<file path="config.mk">
export PLATFORM = sky130hd
export DESIGN_NAME = inverse_factorial_flat
export DESIGN_NICKNAME = d
export VERILOG_FILES = /design/src/rtl/inverse_factorial_if.sv /design/src/rtl/inverse_factorial.sv /design/src/flat_wrapper.sv
export SDC_FILE = /design/constraint.sdc
export NUM_CORES = 1
export LEC_CHECK = 0
export ABC_AREA = 1
export CAP_MARGIN = 20
export CORE_MARGIN = 2
export CORE_UTILIZATION = 50
export DETAILED_ROUTE_END_ITERATION = 6
export GPL_ROUTABILITY_DRIVEN = 0
export PLACE_DENSITY = 0.7
export SETUP_SLACK_MARGIN = 0.15
export SYNTH_ARGS = -nofsm -noshare
export SYNTH_HDL_FRONTEND = slang
export SYNTH_SLANG_ARGS = --single-unit
</file>
<file path="constraint.sdc">
create_clock -name clk -period 17.5 [get_ports clk]
set_clock_uncertainty 0.15 [all_clocks]
set_input_delay 3.5 -clock clk [delete_from_list [all_inputs] [get_ports clk]]
set_output_delay 3.5 -clock clk [all_outputs]
set_load 0.05 [all_outputs]
</file>
<file path="src/rtl/inverse_factorial_if.sv">
// ---------------------------------------------------------------------------
// inverse_factorial_if
// Handshake and result bundle for the inverse_factorial engine.
//   start    : level request from the controller
//   xin      : value to invert (captured once per request)
//   busy     : engine is loading or stepping
//   done     : results valid; held while start stays high
//   n_out    : largest n with n! <= value
//   fact_out : n_out!
//   exact    : value is exactly a factorial
//   err      : value was zero, no n exists
//   rem      : value - n! (present only with INVFACT_REMAINDER_EN)
// Modports: master = controller side, slave = engine side.
// ---------------------------------------------------------------------------
interface inverse_factorial_if #(
    parameter int W  = 16,
    parameter int KW = 4
);
    logic          start;
    logic [W-1:0]  xin;
    logic          busy;
    logic          done;
    logic [KW-1:0] n_out;
    logic [W-1:0]  fact_out;
    logic          exact;
    logic          err;
`ifdef INVFACT_REMAINDER_EN
    logic [W-1:0]  rem;

    modport master (
        output start, xin,
        input  busy, done, n_out, fact_out, exact, err, rem
    );
    modport slave (
        input  start, xin,
        output busy, done, n_out, fact_out, exact, err, rem
    );
`else
    modport master (
        output start, xin,
        input  busy, done, n_out, fact_out, exact, err
    );
    modport slave (
        input  start, xin,
        output busy, done, n_out, fact_out, exact, err
    );
`endif
endinterface

</file>
<file path="src/rtl/inverse_factorial.sv">
// ---------------------------------------------------------------------------
// inverse_factorial
// Finds the largest n such that n! <= value, one trial multiplication per
// cycle. Reports n, n!, whether the value is an exact factorial, and an
// error flag for a zero value. Uses a start/done level handshake.
//
// Ports:
//   clk   : rising-edge clock
//   reset : asynchronous, active-high reset
//   bus   : inverse_factorial_if.slave (start, xin in; busy, done, n_out,
//           fact_out, exact, err [, rem] out)
//
// Optional build macro: INVFACT_REMAINDER_EN adds the rem output
// (value - n!) carried on the interface.
//
// state | meaning
// IDLE  | waiting for start
// LOAD  | capture xin, seed acc=1, k=1
// STEP  | try acc*(k+1); accept while it stays <= value
// DONE  | results valid; leave when start drops
// ---------------------------------------------------------------------------
module inverse_factorial #(
    parameter int W  = 16,
    parameter int KW = 4
) (
    input  logic               clk,
    input  logic               reset,
    inverse_factorial_if.slave bus
);
    typedef enum logic [1:0] {
        S_IDLE = 2'd0,
        S_LOAD = 2'd1,
        S_STEP = 2'd2,
        S_DONE = 2'd3
    } state_t;

    state_t        r_state;
    state_t        w_state_nxt;
    logic [W-1:0]  r_val;
    logic [W-1:0]  r_acc;
    logic [KW-1:0] r_k;

    logic [KW:0]   w_k_inc;
    logic [W+3:0]  w_next;
    logic          w_accept;
    logic          w_err;

    // Product is formed 4 bits wider than the value so an overflowing trial
    // still compares correctly as "too big" instead of wrapping.
    assign w_k_inc  = {1'b0, r_k} + {{KW{1'b0}}, 1'b1};
    assign w_next   = (W+4)'(r_acc) * (W+4)'(w_k_inc);
    assign w_accept = (w_next <= {4'b0000, r_val});
    assign w_err    = (r_val == '0);

    // State register
    always_ff @(posedge clk or posedge reset) begin
        if (reset) begin
            r_state <= S_IDLE;
        end else begin
            r_state <= w_state_nxt;
        end
    end

    // Next-state logic
    always_comb begin
        w_state_nxt = r_state;
        case (r_state)
            S_IDLE: if (bus.start) w_state_nxt = S_LOAD;
            S_LOAD: w_state_nxt = (bus.xin == '0) ? S_DONE : S_STEP;
            S_STEP: if (!w_accept) w_state_nxt = S_DONE;
            S_DONE: if (!bus.start) w_state_nxt = S_IDLE;
            default: w_state_nxt = S_IDLE;
        endcase
    end

    // Datapath registers
    always_ff @(posedge clk or posedge reset) begin
        if (reset) begin
            r_val <= '0;
            r_acc <= '0;
            r_k   <= '0;
        end else begin
            case (r_state)
                S_LOAD: begin
                    r_val <= bus.xin;
                    r_acc <= {{(W-1){1'b0}}, 1'b1};
                    r_k   <= {{(KW-1){1'b0}}, 1'b1};
                end
                S_STEP: begin
                    if (w_accept) begin
                        r_acc <= w_next[W-1:0];
                        r_k   <= w_k_inc[KW-1:0];
                    end
                end
                default: ;
            endcase
        end
    end

`ifdef INVFACT_REMAINDER_EN
    logic [W-1:0] w_rem;
    assign w_rem = r_val - r_acc;
`endif

    // Output decode: everything is forced to zero outside its valid state,
    // and the zero-value case suppresses the numeric results.
    always_comb begin
        bus.busy     = 1'b0;
        bus.done     = 1'b0;
        bus.n_out    = '0;
        bus.fact_out = '0;
        bus.exact    = 1'b0;
        bus.err      = 1'b0;
`ifdef INVFACT_REMAINDER_EN
        bus.rem      = '0;
`endif
        case (r_state)
            S_LOAD, S_STEP: bus.busy = 1'b1;
            S_DONE: begin
                bus.done = 1'b1;
                bus.err  = w_err;
                if (!w_err) begin
                    bus.n_out    = r_k;
                    bus.fact_out = r_acc;
                    bus.exact    = (r_acc == r_val);
`ifdef INVFACT_REMAINDER_EN
                    bus.rem      = w_rem;
`endif
                end
            end
            default: ;
        endcase
    end
endmodule

</file>
<file path="src/flat_wrapper.sv">
// flat-port wrapper written by rule: the top's interface ports become plain ports
module inverse_factorial_flat 
#(
    parameter int W  = 16,
    parameter int KW = 4
)
  (clk, reset, bus_start, bus_xin, bus_busy, bus_done, bus_n_out, bus_fact_out, bus_exact, bus_err);
  inverse_factorial_if #(.W(W), .KW(KW)) bus_i ();
  input  logic clk;
  input  logic reset;
  input wire logic [$bits(bus_i.start)-1:0] bus_start;
  input wire logic [$bits(bus_i.xin)-1:0] bus_xin;
  output wire logic [$bits(bus_i.busy)-1:0] bus_busy;
  output wire logic [$bits(bus_i.done)-1:0] bus_done;
  output wire logic [$bits(bus_i.n_out)-1:0] bus_n_out;
  output wire logic [$bits(bus_i.fact_out)-1:0] bus_fact_out;
  output wire logic [$bits(bus_i.exact)-1:0] bus_exact;
  output wire logic [$bits(bus_i.err)-1:0] bus_err;
  assign bus_i.start = bus_start;
  assign bus_i.xin = bus_xin;
  assign bus_busy = bus_i.busy;
  assign bus_done = bus_i.done;
  assign bus_n_out = bus_i.n_out;
  assign bus_fact_out = bus_i.fact_out;
  assign bus_exact = bus_i.exact;
  assign bus_err = bus_i.err;
  inverse_factorial #(.W(W), .KW(KW)) u_core (.clk(clk), .reset(reset), .bus(bus_i));
endmodule
</file>
==> Word level (Yosys, flattened, before mapping) <==
Index checks and enable logic that the tools add are counted.
{ "op_classes": {"add_sub_neg": 1, "n_mul": 1, "n_lt_le_gt_ge": 1, "eq_ne": 8, "mux": 18, "n_reduce_logical": 7} }
{ "op_table": {"columns": ["operator", "count"], "rows": [
  ["two-way mux 16 bit", 3],
  ["logical NOT 16 bit", 2],
  ["case mux 16 bit (2 select lines)", 1],
  ["less-or-equal comparator 20 x 16 -> 1 bit", 1],
  ["multiplier 16 x 5 -> 20 bit", 1],
  ["equality test 16 bit", 1],
  ["two-way mux 4 bit", 3],
  ["case mux 2 bit (4 select lines)", 1],
  ["case mux 4 bit (2 select lines)", 1],
  ["two-way mux 1 bit", 6],
  ["two-way mux 2 bit", 3],
  ["inequality test 2 bit (second input constant)", 3],
  ["adder 4 x 1 -> 5 bit (second input constant)", 1],
  ["equality test 2 bit (second input constant)", 2],
  ["AND reduction 3 bit", 1],
  ["equality test 2 x 1 -> 1 bit (second input constant)", 1],
  ["logical NOT 2 bit", 1],
  ["inequality test 2 x 1 -> 1 bit (second input constant)", 1],
  ["AND reduction 2 bit", 1],
  ["nonzero test 2 bit", 1],
  ["OR reduction 2 bit", 1]
]} }
{ "totals": {"register_bits": 38, "input_bits": 19} }

==> Longest topological paths before layout <==
{ "logic_depth": {"ltp_word": 5, "mapped_depth": 34, "ltp_nobuf": 33} }

==> Least setup slack after synthesis <==
OpenSTA, ideal clock, no wires.
{ "synth_timing": {"path_type": "register to output", "from": "register u_core.r_state[1]", "to": "output bus_exact", "t_arrival_ns": 2.829, "required_time_ns": 13.850, "setup_slack_ns": 11.021, "path_stages_with_launch": 6, "cell_sequence": "dfrtp_1 -> ha_1 -> inv_1 -> a21oi_1 -> o2111ai_1 -> nor4_1"} }
{ "synth_between": {"elab_chain_cells": 2} }
{ "synth_lines": {"columns": ["element", "line", "source"], "rows": [
  ["from (decl)", "inverse_factorial.sv:37", "state_t r_state;"],
  ["from (signal assigned)", "inverse_factorial.sv:60", "r_state <= w_state_nxt;"],
  ["equality test 2 bit", "inverse_factorial.sv:117", "case (r_state)"],
  ["two-way mux 1 bit", "inverse_factorial.sv:117", null],
  ["to (decl)", "flat_wrapper.sv:17", "output wire logic [$bits(bus_i.exact)-1:0] bus_exact;"]
]} }
No other way between the ends.

==> Worst setup path in the final report <==
{ "layout_timing": {"from": "register u_core.r_k[0]", "to": "register u_core.r_acc[7]"} }
{ "layout_between": {"elab_chain_cells": 5, "word_cells_on_any_way": 7} }
{ "layout_lines": {"columns": ["element", "line", "source"], "rows": [
  ["from (decl)", "inverse_factorial.sv:41", "logic [KW-1:0] r_k;"],
  ["from (signal assigned)", "inverse_factorial.sv:87", "r_k <= {{(KW-1){1'b0}}, 1'b1};"],
  ["from (signal assigned)", "inverse_factorial.sv:92", "r_k <= w_k_inc[KW-1:0];"],
  ["adder 4 x 1 -> 5 bit *", "inverse_factorial.sv:50", "assign w_k_inc = {1'b0, r_k} + {{KW{1'b0}}, 1'b1};"],
  ["multiplier 16 x 5 -> 20 bit *", "inverse_factorial.sv:51", "assign w_next = (W+4)'(r_acc) * (W+4)'(w_k_inc);"],
  ["less-or-equal comparator 20 x 16 -> 1 bit", "inverse_factorial.sv:52", "assign w_accept = (w_next <= {4'b0000, r_val});"],
  ["inequality test 2 x 1 -> 1 bit (no line)", null, null],
  ["AND reduction 2 bit (no line)", null, null],
  ["to (signal assigned)", "inverse_factorial.sv:86", "r_acc <= {{(W-1){1'b0}}, 1'b1};"],
  ["to (signal assigned)", "inverse_factorial.sv:91", "r_acc <= w_next[W-1:0];"],
  ["to (decl)", "inverse_factorial.sv:40", "logic [W-1:0] r_acc;"]
]} }
Every way passes the cells marked *; elsewhere a longest branch is shown, timed or not. The select of a mux whose other input is x is not followed.
A chain may end at the register's enable or synchronous reset.

==> flow_summary.yaml <==
outcome:
  status: "complete, no violations"
worst_setup_path:
  worstPathMaxFanout: 23
  crit_arrival_ns: 7.35
  crit_path_max_incr_delay_ns: 0.61
  cp_slowest_cell: "xor2_1"
  worstPathRequired_ns: 17.54
  endpoint_kind: "register"
  r2r_cells: 29
  worstReg2RegEnd: "u_core.r_acc[7]"
  worstSetupPathType: "reg -> reg"
  start_kind: "register"
  timing.critical_path.mode_cell: "nand2_1"
  r2r-start: "u_core.r_k[0]"
  reg2reg_slack_ns: 10.19
timing:
  max_freq_ghz: 0.1368
  slew_headroom: 0.4166
  hold_viol: 0
  setup_viol: 0
  min_period_ns: 7.312
  tightest_slew_ns: 0.8741
  slew_violations: 0
  tns_ns: 0
  rsz0062_at_grt: "false"
  min_period_over_period: 0.4178
global_routing:
  grt_pass1_vias: 4944
  grt.total_usage: 0.2766
  grtUsageMet3: 0.04143
  overflow: 0
  grt_pass1_wl_mm: 24.56
  gr-usage-met1: 0.3617
  grt_busiest_layer: "met2"
  grt_max_degree: 39
  grt_use_met2: 0.4788
  antenna_found_initial: 0
floorplan:
  placementRows: 37
  dieArea_um2: 11190
  ioPinCount: 43
  die_h_um: 105.8
  die_w_um: 105.8
  start_util: 0.5085
  core_region_area_um2: 10180
detailed_routing:
  firstDrtPassIters: 6
  routed_wl_mm: 14.60
  dr_total_vias: 4923
  drtAntennaViolNets: 0
  drtIter0Drc: 433
  wl_per_cell_um: 16.10
  viasPerCell: 5.428
  remaining_drc_errors: 0
synth:
  yosysSeqAreaShare: 0.1836
  synth-seq-cells: 38
  synth_edf_count: 0
  syn_inst: 743
  syn_area_per_cell_um2: 6.970
  synth_flop_cell: "dfrtp_1"
  ys_async_sr_fraction: 1.000
  synth_commonest_cells: "187 x nand2_1, 153 x inv_1, 65 x nor2_1, 50 x ha_1, 46 x nand3_1"
  synthesis.nets: 853
  syn-cell-area_um2: 5179
  synth.most_common_cell: "nand2_1"
  synth_top_area_cell: "dfrtp_1"
  yosysUniqueCellTypes: 37
  synth.area.top_cells: "dfrtp_1 18%, fa_1 16%, nand2_1 14%"
  yosys_warnings: 0
  synth_top_area_frac: 0.1836
clocking:
  htree_levels: 2
  cts_sinks: 38
  cts_resized: 0
  root_buffer: "clkbuf_8"
  worstSkewPairLatency_ns: 0.30
  cts_hold_buf: 0
  clk_pin_slew_worst_paths_ns: 0.08
  cts_made_buffers: 5
  post_cts_buffers: 0
  cts_tree: "yes"
  max-clock-path-buffers: 2
placement:
  portBuffers: 42
  place_hpwl_mm: 11.60
hold_path:
  min_to: "u_core.r_state[0]"
  worst_hold_startpoint: "u_core.r_state[0]"
  hold_class: "reg -> reg"
  holdPathStages: 2
finish:
  diodes: 0
  syn2layout_area_growth_pct: 11.74
  drive_gt1_frac: 0.05058
  fill_cells: 1000
  fin_nets: 880
  fin_util: 0.5682
power_and_ir_drop:
  combPwrFrac: 0.668
  p_per_area_nw_per_um2: 141.4
  total_switching_power_mw: 0.4620
  swShare: 0.5648
  p_clk_frac: 0.114
  ir_worst_vdd_mv: 0.1359
  internal_power_mw: 0.3560
  p_leak_nw: 3.201
  power_frac_seq: 0.218
run:
  maxCapViolations: 0
## cells by family (layout without fill, tap and decap cells)
kind of cell | after synthesis | after routing | synth area share
DFF | 38 | 38 | 0.1836
adders and majority gates | 91 | 91 | 0.2793
AOI/OAI and AO/OA | 54 | 54 | 0.05968
xor gates and xnor gates | 18 | 18 | 0.03044
buffers and inverters | 179 | 207 | 0.1377
and+or+nand+nor | 363 | 363 | 0.3093
## critical path: cells and delay by family, from the launching register on
kind | cells | cell delay, ns
AO/OA/AOI/OAI | 2 | 0.37
XOR/XNOR | 2 | 0.87
adder cells (fa/ha/maj) | 5 | 2.24
buffers and inverters | 4 | 0.69
flip-flops | 1 | 0.50
AND/OR/NAND/NOR | 16 | 2.38
## registers in the layout (all words and copies together), names as in the netlist
name / flops
u_core.r_val: 16
u_core.r_state: 2
u_core.r_acc: 16
u_core.r_k: 4
## layout by cell type (no fill, tap or decap), drive strengths merged, types with 2 or more instances in the layout
master         synthesis  routed
nand3b                 3       3
clkbuf                15       5
clkdlybuf4s50          0      42
inv                  156     156
o21ai                 19      19
dfrtp                 38      38
nor3                  23      23
a221oi                 4       4
a21oi                 19      19
fa                    41      41
or2                    2       2
nor2                  73      73
nand2                195     195
nand3                 55      55
o22ai                  6       6
nand4                  3       3
a31oi                  3       3
xor2                  11      11
xnor2                  7       7
bufinv                 0       2
ha                    50      50
nor4                   6       6
and3                   2       2
## layout make-up
type	instances	area [µm²]	area share
Clock buffer	5	68.82	0.01189
Tap cell	136	170.2	0.02941
Clock inverter	3	68.82	0.01189
Sequential cell	38	950.9	0.1643
Inverter	156	585.6	0.1012
Timing Repair Buffer	43	427.9	0.07395
Multi-Input combinational cell	526	3515	0.6074
## stage by stage
step / total power [mW] / hold WS, ns / cells / area, µm² / setup WS (ns)
2_1_floorplan: 0.5707 / 0.3450 / 743 / 5179 / 11.02
3_5_place_dp: 0.7135 / 0.3888 / 899 / 5649 / 10.42
4_1_cts: 0.8105 / 0.4058 / 907 / 5787 / 10.38
3_3_place_gp: 0.6959 / 0.3822 / 899 / 5649 / 10.60
6_report: 0.8181 / 0.4077 / 907 / 5787 / 10.19
5_1_grt: 0.8898 / 0.4521 / 907 / 5787 / 9.627
## power groups by stage
stage / sequential (mW) / clock (mW) / combinational (mW)
global route: 0.183 / 0.0956 / 0.611
detailed placement: 0.178 / 0 / 0.535
finish: 0.178 / 0.0931 / 0.547
floorplan: 0.152 / 0 / 0.418
global placement: 0.177 / 0 / 0.519
CTS: 0.176 / 0.0929 / 0.541
## routing by layer
metal  vias up  wire [µm]
li1       2341          -
met1      2338       6195
met2       221       7048
met3        23       1081
met4         0        278
met5         -          0
## worst max-delay path by stage
stage,slack (ns),from,depth (start not counted),end
4_1_cts,10.38,u_core.r_k[0],30,u_core.r_acc[7]
5_1_grt,9.63,u_core.r_k[0],30,u_core.r_state[0]
2_1_floorplan,11.02,u_core.r_state[1],5,bus_exact
3_5_place_dp,10.42,u_core.r_k[0],30,u_core.r_acc[7]
3_3_place_gp,10.60,u_core.r_k[0],31,u_core.r_state[1]
6_report,10.19,u_core.r_k[0],29,u_core.r_acc[7]
Power figures use the tool's default switching activity.
